`src/rtl/leaf_stream_arbiter.sv`:
```
// Round-robin arbiter sharing one leaf_interface user->interface port between NUM_REQ
// ap_vld/ap_ack operator streams, with bounded bursts and a registered, source-tagged output word.
module leaf_stream_arbiter #(
  parameter int NUM_REQ      = 4,
  parameter int REQ_BITS     = 2,
  parameter int PAYLOAD_BITS = 32,
  parameter int MAX_BURST    = 8
) (
  input  logic                            clk_user,
  input  logic                            reset_n,
  input  logic [NUM_REQ*PAYLOAD_BITS-1:0] req_din,
  input  logic [NUM_REQ-1:0]              req_vld,
  output logic [NUM_REQ-1:0]              req_ack,
  output logic [PAYLOAD_BITS-1:0]         out_dout,
  output logic [REQ_BITS-1:0]             out_port,
  output logic                            out_vld,
  input  logic                            out_ack,
  output logic                            busy
);

  // state   | meaning
  // S_IDLE  | no holder; pick next valid stream after 'last' (one-cycle bubble)
  // S_GRANT | 'grant' may move words until burst limit or it drops req_vld
  localparam logic [0:0] S_IDLE  = 1'b0;
  localparam logic [0:0] S_GRANT = 1'b1;

  localparam int BURST_BITS = $clog2(MAX_BURST) + 1;
  localparam logic [BURST_BITS-1:0] BURST_LAST = BURST_BITS'(MAX_BURST - 1);

  logic [0:0]              state;
  logic [REQ_BITS-1:0]     grant;
  logic [REQ_BITS-1:0]     last;
  logic [BURST_BITS-1:0]   burst_cnt;
  logic [REQ_BITS-1:0]     pick_idx;
  logic [REQ_BITS-1:0]     cand;
  logic                    pick_found;
  logic                    out_free;
  logic                    holder_vld;
  logic                    xfer;
  logic [PAYLOAD_BITS-1:0] grant_word;

  // Rotating priority: the stream just after the previous holder is scanned first.
  always_comb begin
    pick_found = 1'b0;
    pick_idx   = '0;
    cand       = '0;
    for (int k = 1; k <= NUM_REQ; k++) begin
      cand = REQ_BITS'((int'(last) + k) % NUM_REQ);
      if (!pick_found && req_vld[cand]) begin
        pick_found = 1'b1;
        pick_idx   = cand;
      end
    end
  end

  assign out_free   = !out_vld || out_ack;
  assign holder_vld = req_vld[grant];
  assign xfer       = (state == S_GRANT) && holder_vld && out_free;
  assign grant_word = req_din[int'(grant)*PAYLOAD_BITS +: PAYLOAD_BITS];
  assign busy       = (state == S_GRANT) || out_vld;

  always_comb begin
    req_ack = '0;
    if (xfer) req_ack[grant] = 1'b1;
  end

  always_ff @(posedge clk_user or negedge reset_n) begin
    if (!reset_n) begin
      state     <= S_IDLE;
      grant     <= '0;
      last      <= REQ_BITS'(NUM_REQ - 1);
      burst_cnt <= '0;
    end else begin
      case (state)
        S_IDLE: begin
          if (pick_found) begin
            grant     <= pick_idx;
            burst_cnt <= '0;
            state     <= S_GRANT;
          end
        end
        S_GRANT: begin
          // A stalled holder keeps the grant without consuming burst budget.
          if (xfer) begin
            burst_cnt <= burst_cnt + 1'b1;
            if (burst_cnt == BURST_LAST) begin
              last  <= grant;
              state <= S_IDLE;
            end
          end else if (!holder_vld) begin
            last  <= grant;
            state <= S_IDLE;
          end
        end
        default: state <= S_IDLE;
      endcase
    end
  end

  always_ff @(posedge clk_user or negedge reset_n) begin
    if (!reset_n) begin
      out_vld  <= 1'b0;
      out_dout <= '0;
      out_port <= '0;
    end else if (xfer) begin
      out_vld  <= 1'b1;
      out_dout <= grant_word;
      out_port <= grant;
    end else if (out_ack) begin
      out_vld  <= 1'b0;
    end
  end

endmodule

```
`config.mk`:
```
export PLATFORM = sky130hd
export DESIGN_NAME = leaf_stream_arbiter
export DESIGN_NICKNAME = d
export VERILOG_FILES = /design/src/rtl/leaf_stream_arbiter.sv
export SDC_FILE = /design/constraint.sdc
export NUM_CORES = 1
export LEC_CHECK = 0
export ABC_AREA = 1
export CORE_AREA = 2 2 87 89
export CTS_CLUSTER_SIZE = 14
export DETAILED_ROUTE_END_ITERATION = 7
export DIE_AREA = 0 0 89 91
export HOLD_SLACK_MARGIN = 0.02
export PLACE_DENSITY = 0.88
export SYNTH_ARGS = -nofsm -noshare
export SYNTH_HDL_FRONTEND = slang
export SYNTH_SLANG_ARGS = --single-unit
```
`constraint.sdc`:
```
create_clock -name clk_user -period 3.45 [get_ports clk_user]
set_input_delay 1.035 -clock clk_user [delete_from_list [all_inputs] [get_ports clk_user]]
set_output_delay 1.035 -clock clk_user [all_outputs]
set_load 0.02 [all_outputs]
```
# [Word level (Yosys, flattened, before mapping)]
# Index checks and enable logic that the tools add are counted.
[totals] register_bits=44 input_bits=135 output_inout_bits=40
[op_classes] addsub=5 n_bitwise=1 magnitude_cmp=6 reduce_logical=16 n_shift=1 eq_ne=5 n_mux=34
[ops] operator="indexed part select 128 x 8 -> 32 bit" n=1
[ops] operator="2-to-1 mux 1 bit" n=16
[ops] operator="less-than comparator 2 x 3 -> 1 bit, second input constant" n=5
[ops] operator="2-to-1 mux 2 bit" n=7
[ops] operator="2-to-1 mux 4 bit" n=3
[ops] operator="binary-select mux 1 bit (select 2 bit)" n=5
[ops] operator="one-hot mux 4 bit (2 select lines)" n=1
[ops] operator="logical AND 1 bit" n=6
[ops] operator="inequality test 2 x 1 -> 1 bit, second input constant" n=3
[ops] operator="adder 2 x 1 -> 2 bit, second input constant" n=2
[ops] operator="adder 2 bit, second input constant" n=2
[ops] operator="adder 4 x 1 -> 4 bit, second input constant" n=1
[ops] operator="equality test 4 x 3 -> 1 bit, second input constant" n=1
[ops] operator="zero test 1 bit" n=4
[ops] operator="AND reduction 2 bit" n=2
[ops] operator="AND reduction 3 bit" n=1
[ops] operator="demux 1 bit (select 2 bit)" n=1
[ops] operator="greater-or-equal comparator 2 x 1 -> 1 bit, second input constant" n=1
[ops] operator="logical OR 1 bit" n=2
[ops] operator="inequality test 2 bit, second input constant" n=1
[ops] operator="one-hot mux 1 bit (2 select lines)" n=1
[ops] operator="nonzero test 2 bit" n=1
[ops] operator="inverter 1 bit" n=1

# [Logic depth before layout (Yosys ltp)]
[depth] word_depth=15 depth_mapped=12 depth_no_buf=11

# [Worst setup path before layout]
# OpenSTA, ideal clock, no wires.
[synth_timing] kind="in2out" start="in req_vld[1]" end="out req_ack[0]" stages=8 path_buffers=2 required_ns=2.415 path_slack_ns=0.273 t_arrival_ns=2.142 path_cell_list="nand3_1 nand2_1 nor2_1 nor2_4 nand2_1 buf_4 buf_6 nor3_1"
[synth_between] elab_chain_cells=5
[synth_lines] element="from (decl)" line_no="12" text="input logic [NUM_REQ-1:0] req_vld,"
[synth_lines] element="binary-select mux 1 bit (select 2 bit)" line_no="57" text="assign holder_vld = req_vld[grant];"
[synth_lines] element="2-to-1 mux 1 bit (implied by the code)" line_no="57"
[synth_lines] element="logical AND 1 bit (2 in a row)" line_no="58" text="assign xfer = (state == S_GRANT) && holder_vld && out_free;"
[synth_lines] element="2-to-1 mux 4 bit" line_no="64" text="if (xfer) req_ack[grant] = 1'b1;"
[synth_lines] element="to (decl)" line_no="13" text="output logic [NUM_REQ-1:0] req_ack,"
# Every way passes these cells. The select of a mux whose other input is x is not followed.

# [Worst setup path in the final report]
[layout_timing] start="in req_vld[2]" end="out req_ack[2]"
# Same word-level chain as after synthesis.

==> impl_summary.txt <==
----------------------------------------------------
[Status]
  Status ... finished clean

[Min path]
  Worst hold path depth ... 2
  Worst hold path type ... reg -> reg

[Timing]
  Final worst-path cycle share ... 97.3%
  Worst Tran Pin Value ... 972 ps
  Final max-slew violation count ... 0
  Worst Clk Skew ... 12.2 ps
  Final setup violating endpoints ... 0
  Max Freq ... 0.298 GHz
  Sum Neg Setup Slack ... 0 ps
  Final hold violation count ... 0
  Tightest slew margin relative to the limit ... 35.2%
  Minimum clock period ... 3360 ps

[Clock tree]
  Insertion delay to the later sink of the worst-skew pair ... 290 ps
  Post CTS Setup Buffer Count ... 0
  Buffers from clock root to sink, at most ... 2
  Clock tree from TritonCTS ... built
  Root buffer selected by CTS ... sky130_fd_sc_hd__clkbuf_8
  Post-CTS Hold Buffers ... 0
  Level count of the clock H-tree ... 2
  Clk sinks ... 44
  Clock edge transition at the registers on the reported setup and hold paths ... 80 ps
  Num CTS Buffers ... 5

[Cells and area]
  Commonest non-fill, non-tap cell in the layout ... sky130_fd_sc_hd__clkdlybuf4s50_1
  Commonest non-fill, non-tap cells in the layout ... sky130_fd_sc_hd__clkdlybuf4s50_1, sky130_fd_sc_hd__nand2_1, sky130_fd_sc_hd__nand3_1
  Total Nets Final ... 725
  # diodes ... 0
  Area Growth Syn to Fin ... 70.5%
  Post-route cell area ... 4720 sq um
  Layout filler cell count ... 652
  Share of post-route cells with drive strength above 1 ... 6.10%
  Final cell count without fillers ... 689

[Power and ir drop]
  Reg power frac ... 24.9%
  Clock share of power ... 9.0%
  Sw power ... 1.79 mW
  Cell-internal power ... 1.90 mW
  Static Leak ... 2.16 nW
  Share of total power consumed by net switching ... 48.5%
  Worst supply voltage drop on vdd ... 0.000609 V
  Share of power burned in combinational logic ... 66.2%
  Power density relative to cell area ... 782 nW/um^2

[Floorplan]
  Vertical die dimension ... 91 um
  Area of the placeable core ... 7140 sq um
  Starting density of the core ... 38.7%
  Std-Cell Rows ... 31
  Floorplan die width ... 89 um
  Die Area ... 8100 sq um
  Ports placed on the boundary ... 175

[Job]
  Maximum Capacitance Violations ... 0

[Global routing]
  Via count of the first global-routing pass ... 3397
  Antenna violations before repair ... 0
  Total routing resource utilization after global routing ... 24.2%
  Wire length of the first global-routing pass ... 15.6 mm
  Maximum number of pins on one net before global-route repair ... 71
  Total gr overflow ... 0

[Synthesis]
  Top cell type's share of synthesized area ... 38.0%
  Number of nets produced by synthesis ... 555
  Number of warnings printed during yosys synthesis ... 0
  Mapped Area ... 2770 sq um
  Sequential element share of the synthesized area ... 39.9%
  Gate count after technology mapping ... 419
  Post-synthesis cell type count ... 22
  Synth area leaders ... sky130_fd_sc_hd__dfrtp_1, sky130_fd_sc_hd__nand2_1, sky130_fd_sc_hd__nand3_1
  Synthesis-stage register bit count ... 44
  Largest area contributor in the synthesized netlist ... sky130_fd_sc_hd__dfrtp_1
  Mean Syn Cell Area ... 6.60 sq um

[Critical path]
  Crit-path max FO ... 5
  Number of cell instances on the worst register-to-register path ... 9
  Nature of the critical path endpoint ... output pin
  Required arrival time at the worst endpoint ... 2410 ps
  Worst setup path class ... in -> out
  Startpoint types ... input port
  Arrival time of the worst setup path ... 2320 ps

[Route]
  Detail Route met2 WL ... 5.13 mm
  DRT iter0 DRCs ... 130
  Vias per inst ... 5.13
  Met1 wire length ... 3.97 mm
  Top routing layer used ... met4
  Met3 WL post-DR ... 873 um
  Post-DRT Antenna Nets ... 0
  Average wire length per cell after detail routing ... 14.8 um
  Number of optimization iterations in the first detailed-route pass ... 5
  Number of vias in the routed layout ... 3535
  Wirelength, routed ... 10.2 mm
  Total DRC errors in the routed layout ... 0

[Placed design]
  Count of port buffers added during placement ... 174
  Half-perimeter wire length of the detailed placement result ... 7.67 mm
  Final RePlAce weighted congestion ... 0.805
  Number of instances in the placed design ... 681
  Area post-placement ... 4620 sq um

----------------------------------------------------
## cells in the mapped netlist
cell type / number
sky130_fd_sc_hd__inv_2: 1
sky130_fd_sc_hd__nand2_1: 161
sky130_fd_sc_hd__nand4_1: 5
sky130_fd_sc_hd__buf_6: 1
sky130_fd_sc_hd__o21ai_0: 6
sky130_fd_sc_hd__buf_1: 3
sky130_fd_sc_hd__buf_2: 7
sky130_fd_sc_hd__nand3b_1: 1
sky130_fd_sc_hd__dfrtp_1: 42
sky130_fd_sc_hd__o31ai_1: 1
sky130_fd_sc_hd__o21ai_1: 30
sky130_fd_sc_hd__a21boi_0: 1
sky130_fd_sc_hd__nor3_1: 2
sky130_fd_sc_hd__nand3_1: 76
sky130_fd_sc_hd__a21oi_1: 32
sky130_fd_sc_hd__ha_1: 1
sky130_fd_sc_hd__nor2_4: 2
sky130_fd_sc_hd__clkbuf_1: 13
sky130_fd_sc_hd__inv_1: 21
sky130_fd_sc_hd__buf_4: 2
sky130_fd_sc_hd__nor2_1: 9
sky130_fd_sc_hd__dfstp_2: 2
## power by group through the flow
| stage | Combinational, mW | Clock [mW] | Sequential (mW) |
|---|---|---|---|
| floorplan | 1.30 | 0 | 1.10 |
| global placement | 2.37 | 0 | 0.910 |
| detailed placement | 2.43 | 0 | 0.925 |
| CTS | 2.44 | 0.343 | 0.918 |
| global route | 2.69 | 0.362 | 0.952 |
| finish | 2.44 | 0.330 | 0.918 |
## registers in the layout, indices dropped and copies added, names as in the netlist
register   count
burst_cnt      4
grant          2
last           2
out_dout      32
out_port       2
out_vld        1
state          1
## cells by family after synthesis
kind of cell / Yosys count / share of synthesized area, %
compound gates: 70 / 12.9
fa+ha+maj: 1 / 0.452
buf+inv: 48 / 7.38
flops: 44 / 39.9
simple gates: 256 / 39.4
## final cells by class
cell class              count  area (sq um)  share of cell area [%]
clock inverters             1          7.51                   0.159
clock buffers               7          86.3                    1.83
multi-input cells         327          1470                    31.2
inverters                  22          82.6                    1.75
repair buffers            189          1840                    39.0
well taps                  99           124                    2.63
flip-flops and latches     44          1100                    23.4
## stage by stage
step / setup WS [ps] / total power, mW / hold WS (ps) / utilization [%]
final: 92.5 / 3.69 / 492 / 66.1
after CTS: 1.07 / 3.70 / 497 / 66.0
after detailed placement: -401 / 3.36 / 477 / 64.8
after floorplan: 273 / 2.40 / 494 / -
after global placement: -365 / 3.28 / 469 / 64.8
after global routing: -16.5 / 4.00 / 523 / 66.1
## layer usage
| metal | vias up | GRT usage [%] |
|---|---|---|
| met1 | 1640 | 28.1 |
| met5 | - | 0 |
| met2 | 153 | 44.0 |
| met4 | 0 | 6.84 |
| li1 | 1719 | - |
| met3 | 23 | 4.91 |
## worst max-delay path, cell delays in order
cell and delay [ps]:
sky130_fd_sc_hd__clkdlybuf4s50_1 480, sky130_fd_sc_hd__nand2_1 70, sky130_fd_sc_hd__nand2_2 70, sky130_fd_sc_hd__nor2_2 50, sky130_fd_sc_hd__nor2_4 130, sky130_fd_sc_hd__nand2_4 70, sky130_fd_sc_hd__inv_1 70, sky130_fd_sc_hd__nand2_1 60
sky130_fd_sc_hd__nor2_1 110, sky130_fd_sc_hd__buf_4 150
## path summary, 6_finish.rpt
kind / from / end / slack (ps)
setup / recovery: req_vld[2] / req_ack[2] / 90
hold / removal: out_dout[11]$_DFFE_PN0P_ / out_dout[11]$_DFFE_PN0P_ / 490
setup reg to reg: grant[1]$_DFFE_PN0P_ / out_dout[1]$_DFFE_PN0P_ / 1370
max in group asynchronous: reset_n / out_dout[0]$_DFFE_PN0P_ / 1940
min in group asynchronous: reset_n / out_dout[29]$_DFFE_PN0P_ / 890
hold reg to reg: out_dout[11]$_DFFE_PN0P_ / out_dout[11]$_DFFE_PN0P_ / 490
## timing repair
action	4_1_cts	5_1_grt
pin swaps	0	3
resized for setup	13	11
hold endpoints to repair	0	0
endpoints found under the setup margin	4	4
Power figures use the tool's default switching activity.
